$ cat config.mk
export PLATFORM = sky130hd
export DESIGN_NAME = sched_dispatch_ctrl
export DESIGN_NICKNAME = d
export VERILOG_FILES = /design/src/rtl/sched_dispatch_ctrl.sv
export SDC_FILE = /design/constraint.sdc
export NUM_CORES = 1
export LEC_CHECK = 0
export CAP_MARGIN = 10
export CORE_MARGIN = 2
export CORE_UTILIZATION = 50
export CTS_CLUSTER_DIAMETER = 60
export DETAILED_ROUTE_END_ITERATION = 10
export PLACE_DENSITY = 0.77
export SLEW_MARGIN = 15
export SYNTH_ARGS = -nofsm -noshare
export SYNTH_HDL_FRONTEND = slang
export SYNTH_SLANG_ARGS = --single-unit
$ cat constraint.sdc
create_clock -name clk -period 5.27 [get_ports clk]
set_input_delay 1.054 -clock clk [delete_from_list [all_inputs] [get_ports clk]]
set_output_delay 1.054 -clock clk [all_outputs]
set_load 0.05 [all_outputs]
$ cat src/rtl/sched_dispatch_ctrl.sv
// Scheduler front end: ingress queue, tick/repair controller and
// one-task-per-cycle core dispatch with optional randomised scan start.
module sched_dispatch_ctrl #(
  parameter int W        = 42,
  parameter int Q_DEPTH  = 16,
  parameter int CORE     = 16,
  parameter int TICK     = 8,
  parameter int RP_TICKS = 64,
  parameter int RP_LEN   = 4
) (
  input  logic                       clk,
  input  logic                       rst,
  input  logic                       wr,
  input  logic [W-2:0]               task_in,
  input  logic [CORE-1:0]            core_free,
  input  logic                       secure_mode,
  input  logic                       seed_ld,
  input  logic [15:0]                seed,
  output logic                       disp_valid,
  output logic [$clog2(CORE)-1:0]    disp_core,
  output logic [W-2:0]               disp_task,
  output logic                       subtract,
  output logic                       repair_period,
  output logic                       action,
  output logic                       MQ_active,
  output logic [$clog2(Q_DEPTH):0]   q_count,
  output logic                       full,
  output logic                       ovf
);

  localparam int CW = $clog2(CORE);
  localparam int QW = $clog2(Q_DEPTH);
  localparam int TW = $clog2(TICK);
  localparam int RW = $clog2(RP_TICKS + 1);
  localparam int LW = $clog2(RP_LEN + 1);

  localparam logic [15:0] LFSR_INIT = 16'hACE1;

  localparam logic [1:0] S_IDLE = 2'd0;
  localparam logic [1:0] S_DISP = 2'd1;
  localparam logic [1:0] S_REP  = 2'd2;

  logic [W-2:0]    mem [Q_DEPTH];
  logic [QW-1:0]   wr_ptr;
  logic [QW-1:0]   rd_ptr;
  logic [QW:0]     cnt;
  logic [1:0]      state;
  logic [TW-1:0]   tick_cnt;
  logic [RW-1:0]   rp_cnt;
  logic [LW-1:0]   rep_cnt;
  logic [15:0]     lfsr;
  logic [15:0]     lfsr_nxt;
  logic [CORE-1:0] mask;
  logic [CORE-1:0] avail;

  logic          q_empty;
  logic          push;
  logic          fire;
  logic          in_rep;
  logic          sub_w;
  logic          rp_hit;
  logic          rep_done;
  logic          found;
  logic [CW-1:0] start;
  logic [CW-1:0] sel;
  logic [CW-1:0] idx;

  assign q_empty  = (cnt == '0);
  assign full     = (cnt == (QW+1)'(Q_DEPTH));
  assign push     = wr && !full;
  assign in_rep   = (state == S_REP);
  assign avail    = core_free & ~mask;
  assign fire     = (state == S_DISP) && !q_empty && (|avail);
  assign sub_w    = !in_rep && (tick_cnt == TW'(TICK - 1));
  assign rp_hit   = sub_w && (rp_cnt == RW'(RP_TICKS - 1));
  assign rep_done = in_rep && (rep_cnt == LW'(RP_LEN - 1));
  assign start    = secure_mode ? lfsr[CW-1:0] : '0;
  assign lfsr_nxt = {lfsr[14:0], lfsr[15] ^ lfsr[13] ^ lfsr[12] ^ lfsr[10]};

  assign subtract      = sub_w;
  assign repair_period = in_rep;
  assign MQ_active     = !q_empty && !in_rep;
  assign q_count       = cnt;

  // Circular scan upward from start; index wraps since CORE is a power of 2
  always_comb begin
    sel   = '0;
    found = 1'b0;
    idx   = '0;
    for (int i = 0; i < CORE; i++) begin
      idx = start + CW'(i);
      if (!found && avail[idx]) begin
        sel   = idx;
        found = 1'b1;
      end
    end
  end

  always_ff @(posedge clk) begin
    if (push) begin
      mem[wr_ptr] <= task_in;
    end
  end

  always_ff @(posedge clk or negedge rst) begin
    if (!rst) begin
      wr_ptr <= '0;
      rd_ptr <= '0;
      cnt    <= '0;
      ovf    <= 1'b0;
    end else begin
      if (push) begin
        wr_ptr <= wr_ptr + QW'(1);
      end
      if (fire) begin
        rd_ptr <= rd_ptr + QW'(1);
      end
      if (push && !fire) begin
        cnt <= cnt + (QW+1)'(1);
      end else if (!push && fire) begin
        cnt <= cnt - (QW+1)'(1);
      end
      if (wr && full) begin
        ovf <= 1'b1;
      end
    end
  end

  always_ff @(posedge clk or negedge rst) begin
    if (!rst) begin
      tick_cnt <= '0;
      rp_cnt   <= '0;
      rep_cnt  <= '0;
    end else begin
      if (!in_rep) begin
        tick_cnt <= sub_w ? '0 : tick_cnt + TW'(1);
      end
      if (sub_w) begin
        rp_cnt <= rp_hit ? '0 : rp_cnt + RW'(1);
      end
      if (in_rep) begin
        rep_cnt <= rep_done ? '0 : rep_cnt + LW'(1);
      end
    end
  end

  // Repair entry overrides every other transition
  always_ff @(posedge clk or negedge rst) begin
    if (!rst) begin
      state  <= S_IDLE;
      action <= 1'b0;
    end else begin
      action <= rep_done;
      if (rp_hit) begin
        state <= S_REP;
      end else begin
        unique case (1'b1)
          (state == S_IDLE): begin
            if (!q_empty) state <= S_DISP;
          end
          (state == S_DISP): begin
            if (q_empty) state <= S_IDLE;
          end
          (state == S_REP): begin
            if (rep_done) state <= q_empty ? S_IDLE : S_DISP;
          end
          default: state <= S_IDLE;
        endcase
      end
    end
  end

  always_ff @(posedge clk or negedge rst) begin
    if (!rst) begin
      disp_valid <= 1'b0;
      disp_core  <= '0;
      disp_task  <= '0;
      mask       <= '0;
    end else begin
      disp_valid <= fire;
      mask       <= fire ? (CORE'(1) << sel) : '0;
      if (fire) begin
        disp_core <= sel;
        disp_task <= mem[rd_ptr];
      end
    end
  end

  always_ff @(posedge clk or negedge rst) begin
    if (!rst) begin
      lfsr <= LFSR_INIT;
    end else if (seed_ld) begin
      lfsr <= (seed == 16'h0) ? LFSR_INIT : seed;
    end else if (fire) begin
      lfsr <= lfsr_nxt;
    end
  end

endmodule
======== Word-level counts from Yosys, hierarchy flattened ========
Memories as Yosys holds them, arrays and structs flattened. A register that Yosys moved wholly into a read port is not among the register bits.
Index checks and enable logic that the tools add are counted.
word-level totals
  latch bits .............................. 0
  ROM bits ................................ 0
  memory bits (writable) .................. 656
  memories kept ........................... 1
  register bits after elaboration ......... 67
  bits of input ports ..................... 78
  word-level logic and storage cells ...... 201
  output and inout bits ................... 57
cells by class
  bitwise logic cells ..................... 5
  $mul .................................... 0
  shifts and indexed selects .............. 1
  add/sub/neg operators ................... 22
  equality and inequality tests ........... 9
  reductions and logical operators ........ 53
  magnitude comparators ................... 16
  multiplexer cells ....................... 81
  divide/modulo/power cells ............... 0
memory list
  name  depth  bits a word  rd ports  clocked after Yosys merged registers in  wr ports  line  text
  mem   16     41           1         1                                        1         43    logic [W-2:0] mem [Q_DEPTH];
operator list
  cell                                                                   number
  4-bit by 5-bit < comparator with 1-bit output, second input constant   16
  4-bit 2-to-1 mux                                                       17
  1-bit binary-select mux with 4-bit select                              16
  16-bit 2-to-1 mux                                                      4
  1-bit 2-to-1 mux                                                       34
  4-bit adder, second input constant                                     8
  1-bit logical AND                                                      25
  1-bit logical NOT                                                      21
  4-bit by 3-bit adder with 4-bit output, second input constant          4
  16-bit AND                                                             1
  16-bit logical NOT                                                     1
  16-bit NOT                                                             1
  16-bit OR reduction                                                    1
  1-bit by 4-bit << shifter with 16-bit output, first input constant     1
  4-bit by 1-bit adder with 4-bit output, second input constant          3
  5-bit 2-to-1 mux                                                       2
  4-bit by 2-bit adder with 4-bit output, second input constant          2
  2-bit 2-to-1 mux                                                       4
  7-bit by 1-bit adder with 7-bit output, second input constant          1
  7-bit by 6-bit equality test with 1-bit output, second input constant  1
  7-bit 2-to-1 mux                                                       1
  3-bit by 1-bit adder with 3-bit output, second input constant          2
  3-bit 2-to-1 mux                                                       2
  3-bit inequality test, second input constant                           2
  14 further kinds                                                       17

======== Longest topological paths before layout ========
  depth in word-level cells ............... 52
  mapped depth ............................ 18
  mapped depth without buffers ............ 14

======== Least setup slack after synthesis ========
No wires, ideal clock.
  path type ............................... input port to flip-flop
  start ................................... in secure_mode
  end ..................................... reg mask[7]
  slack ................................... -183 ps
  data arrival time ....................... 5379 ps
  buffers on the path ..................... 3
  cell stages on the path ................. 16
  required time ........................... 5196 ps
  setup time .............................. 74 ps
  cell sequence ........................... buf_2 -> and2_1 -> buf_2 -> inv_1 -> clkbuf_1 -> ha_1 -> xor2_1 -> mux4_2 -> mux2_4 -> nor4_4 -> nand3_2 -> or4_1 -> a32o_1 -> and3_4 -> or3_4 -> nor2_1
between the ends
  word-level cells in the longest chain between the ends .. 51
  elaborated cells between the ends (all ways) .. 111
  classes of those cells .................. add/sub (15); shift (1); mux (65); reduce/logical (30)
RTL lines
  element                                                                                          line  text
  start: declaration                                                                               16    input logic secure_mode,
  4-bit 2-to-1 mux (*)                                                                             77    assign start = secure_mode ? lfsr[CW-1:0] : '0;
  parallel branches: the longest is 47 deep, another holds 4-bit by 1-bit adder with 4-bit output  --
  4-bit 2-to-1 mux (*)                                                                             92    if (!found && avail[idx]) begin
  1-bit by 4-bit << shifter with 16-bit output (*)                                                 181   mask <= fire ? (CORE'(1) << sel) : '0;
  16-bit 2-to-1 mux (*)                                                                            181
  end signal: assignment                                                                           181
  end: declaration                                                                                 53    logic [CORE-1:0] mask;
Every way passes the cells marked *. The select of a mux whose other input is x is not followed.
A chain may end at the register's enable or synchronous reset.

======== Worst setup path in the final report ========
Same ends and word-level chain as after synthesis.

==> summary.md <==
| Metric | Value |
|---|---|
| Power per cell area | `574 mW/mm2` |
| Clock Tree Root | `clkbuf_16` |
| DR iter-0 viols | `2026` |
| Total GRT Usage | `24.0%` |
| Cts repair resizes | `0` |
| Critical Setup Path Class | `primary input to register` |
| Min Tclk post-route | `4640 ps` |
| Remaining antenna violation count | `0` |
| Max IR drop VDD | `0.383 mV` |
| Multi-input logic area | `0.00932 mm2` |
| CTS Buffer Depth | `3` |
| WL per Instance | `27.9 um` |
| Slew margin rel. | `38.3%` |
| Area added between synthesis and finish | `17.3%` |
| CP Capture Type | `register` |
| Adder-Cell Fraction of Synth Area | `0.610%` |
| Largest family of logic cells by synthesized area | `multiplexers` |
| WP data required | `5820 ps` |
| Postcts setup bufs | `0` |
| Status | `complete, no violations` |
| Worst R2R End | `mask[11]` |
| Final setup fails | `0` |
| Post-synthesis sequential area ratio | `70.0%` |
| Worst setup SP type | `primary input` |
| F_max | `216 MHz` |
| Vias in the first global route | `18100` |
| RSZ-0062 raised after global routing | `false` |
| Combinational Power Share | `36.5%` |
| R2R depth | `14` |
| Fraction of layout cells with a size suffix above 1 | `27.5%` |
| Yosys warns | `0` |
| Register Area | `0.0224 mm2` |
| Initial antenna violation count | `4` |
| Critical path fanouts, max | `20` |
| Final Skew | `41.4 ps` |
| GRT Residual Overflow | `0` |
| Routability congestion estimate | `0.936` |
| CTS tree | `built` |
| CP Launch Point | `secure_mode` |
| Clk network pwr share | `25.6%` |
| Drt drc | `0` |
| R2r startpoint | `lfsr[0]` |
| Initial Util | `50.6%` |
| Non-filler instance count after layout | `2788` |
| Filler cells | `4386` |
| Net Count, Synth | `1762` |
| Synth area leaders | `edfxtp_1 (62%), mux4_2 (16%), dfrtp_1 (7.8%)` |
| Distinct cells, synth | `78` |
| Largest area contributor in the netlist | `edfxtp_1` |
| Post-synth top flop | `edfxtp_1` |
| CTS Hold Bufs | `0` |
| Post-placement cell count | `2642` |
| Mux share of post-synthesis cell area | `20.0%` |
| Setup tns final | `0 ps` |
| Simple-gate share of the synthesized area | `4.43%` |
| # nets final | `1969` |
| DR pass1 iterations | `5` |
| Async set or reset register ratio after synthesis | `14.1%` |
| Mapped cell area | `0.0320 mm2` |
| Sink Count | `764` |
| H-tree depth | `3` |
| Register bit total from synthesis | `764` |
| CP arrival | `5180 ps` |
| Pint | `14.3 mW` |
| I/O pin count | `135` |
| Die height | `257 um` |
| Post-route clock period utilization | `88.0%` |
| Global-route wire length before repair | `117 mm` |
| Routed vias/inst | `6.17` |
| Total CTS buffers | `78` |
| HP Class | `primary input to asynchronous set/reset pin` |
| Post-Synth XOR/XNOR Area | `0.602%` |
| Syn avg cell area | `19.2 um2` |
| Sw power | `7.26 mW` |
| Via count | `17200` |
| Sw Share | `33.7%` |
| Post-synth EDFFs | `656` |
| Total Power | `21.6 mW` |
| Die ar. | `0.0660 mm2` |
| Rows | `92` |
| Share of the synthesized area in the top cell type | `61.6%` |
| Complex-gate fraction of the synthesized area | `3.01%` |
| Setup slack, reg-to-reg | `920 ps` |
| Most frequent cells in the layout | `edfxtp_1 (656), mux4_2 (232), clkdlybuf4s50_1 (133)` |
| Max-cap violation count | `0` |
| Slew Limit Fails | `0` |
| Cells after Synth | `1669` |
| Worst-skew pair later-pin latency | `640 ps` |
| Die X | `257 um` |
| Worst-Margin Slew | `925 ps` |
| Register share of total power | `37.9%` |
| Endpoints failing hold | `0` |
| LEAKAGE | `12.6 nW` |
| Dpl hpwl | `44.5 mm` |
| Core Box Area | `0.0632 mm2` |
| Most common cell after layout, fill and taps aside | `edfxtp_1` |
| Clk slew on worst S/H paths | `60 ps` |
| Drt total wl | `77.9 mm` |
| Largest net degree at the start of global routing | `69` |
| PortBufs | `134` |
cell usage after synthesis (9+ instances only):
cell type,number
clkbuf_1,55
mux2_2,53
nor4_1,10
nand2_1,82
edfxtp_1,656
nor3_1,19
xnor2_1,14
buf_2,10
mux4_2,232
mux2i_1,52
nor2b_1,17
ha_1,14
nand3_1,15
nor2_1,67
and2_1,9
and3_1,11
dfrtp_1,100
nand2b_1,18
buf_1,18
a21o_1,13
o21ai_0,43
inv_1,11
a21oi_1,27
worst max path at each step:
stage | endpoint | slack [ps] | cells past startpoint
3_3_place_gp | mask[9] | 70 | 15
3_5_place_dp | mask[9] | 40 | 15
5_1_grt | mask[15] | 370 | 15
2_1_floorplan | mask[7] | 40 | 16
4_1_cts | mask[11] | 690 | 15
6_report | mask[7] | 630 | 15
routing by layer:
layer	vias up	global-route usage [%]	wire length, um
met4	6	8.67	2450
met5	-	0	39
li1	7267	-	-
met2	824	40.6	39700
met1	8939	31.6	29900
met3	162	4.25	5860
through the flow:
stage | util (%) | hold WS (ps) | setup WS, ps | area [um2]
floorplan | - | 443 | 36.4 | 32000
global placement | 55.3 | 437 | 72.0 | 34900
detailed placement | 55.3 | 451 | 43.8 | 34900
CTS | 59.4 | 454 | 693 | 37500
global route | 59.4 | 478 | 369 | 37500
finish | 59.4 | 451 | 633 | 37500
power groups by stage:
stage | registers [mW] | clock network, mW | logic [mW]
6_report | 8.16 | 5.52 | 7.87
3_5_place_dp | 8.27 | 0 | 7.80
3_3_place_gp | 8.22 | 0 | 7.75
5_1_grt | 8.26 | 5.80 | 8.34
4_1_cts | 8.17 | 5.61 | 7.89
2_1_floorplan | 8.51 | 0 | 5.00
kinds of logic (layout without fill, tap and decap cells):
| logic type | Yosys count | count (layout) |
|---|---|---|
| AO/OA/AOI/OAI | 146 | 146 |
| XOR/XNOR | 22 | 22 |
| adder cells (fa/ha/maj) | 15 | 15 |
| buffers and inverters | 99 | 371 |
| flip-flops | 764 | 764 |
| multiplexers | 341 | 341 |
| other | 0 | 1 |
| AND/OR/NAND/NOR | 282 | 282 |
registers in the layout (all words and copies together), names as in the netlist, 5 cells and up:
register / flops
disp_task: 41
rp_cnt: 7
lfsr: 16
mem: 656
mask: 16
q_count: 5
worst max-delay path, cell delays in order:
cell and delay (ps):
clkdlybuf4s50_1 460, and2_4 240, inv_4 80, buf_12 180, mux2i_1 520, mux2i_1 200, mux4_2 580, nor3_1 210
buf_4 160, nand3_2 100, or4_1 420, a32o_1 270, and3_4 200, or3_4 380, nor2_1 120
area by class of cell:
| cell class | count | share of cell area (%) |
|---|---|---|
| repair buffers | 213 | 5.53 |
| multi-input cells | 806 | 24.8 |
| clock buffers | 93 | 5.49 |
| well taps | 846 | 2.82 |
| inverters | 13 | 0.137 |
| clock inverters | 52 | 1.41 |
| flip-flops and latches | 764 | 59.8 |
| diodes | 1 | 0.00667 |
Power figures use the tool's default switching activity.
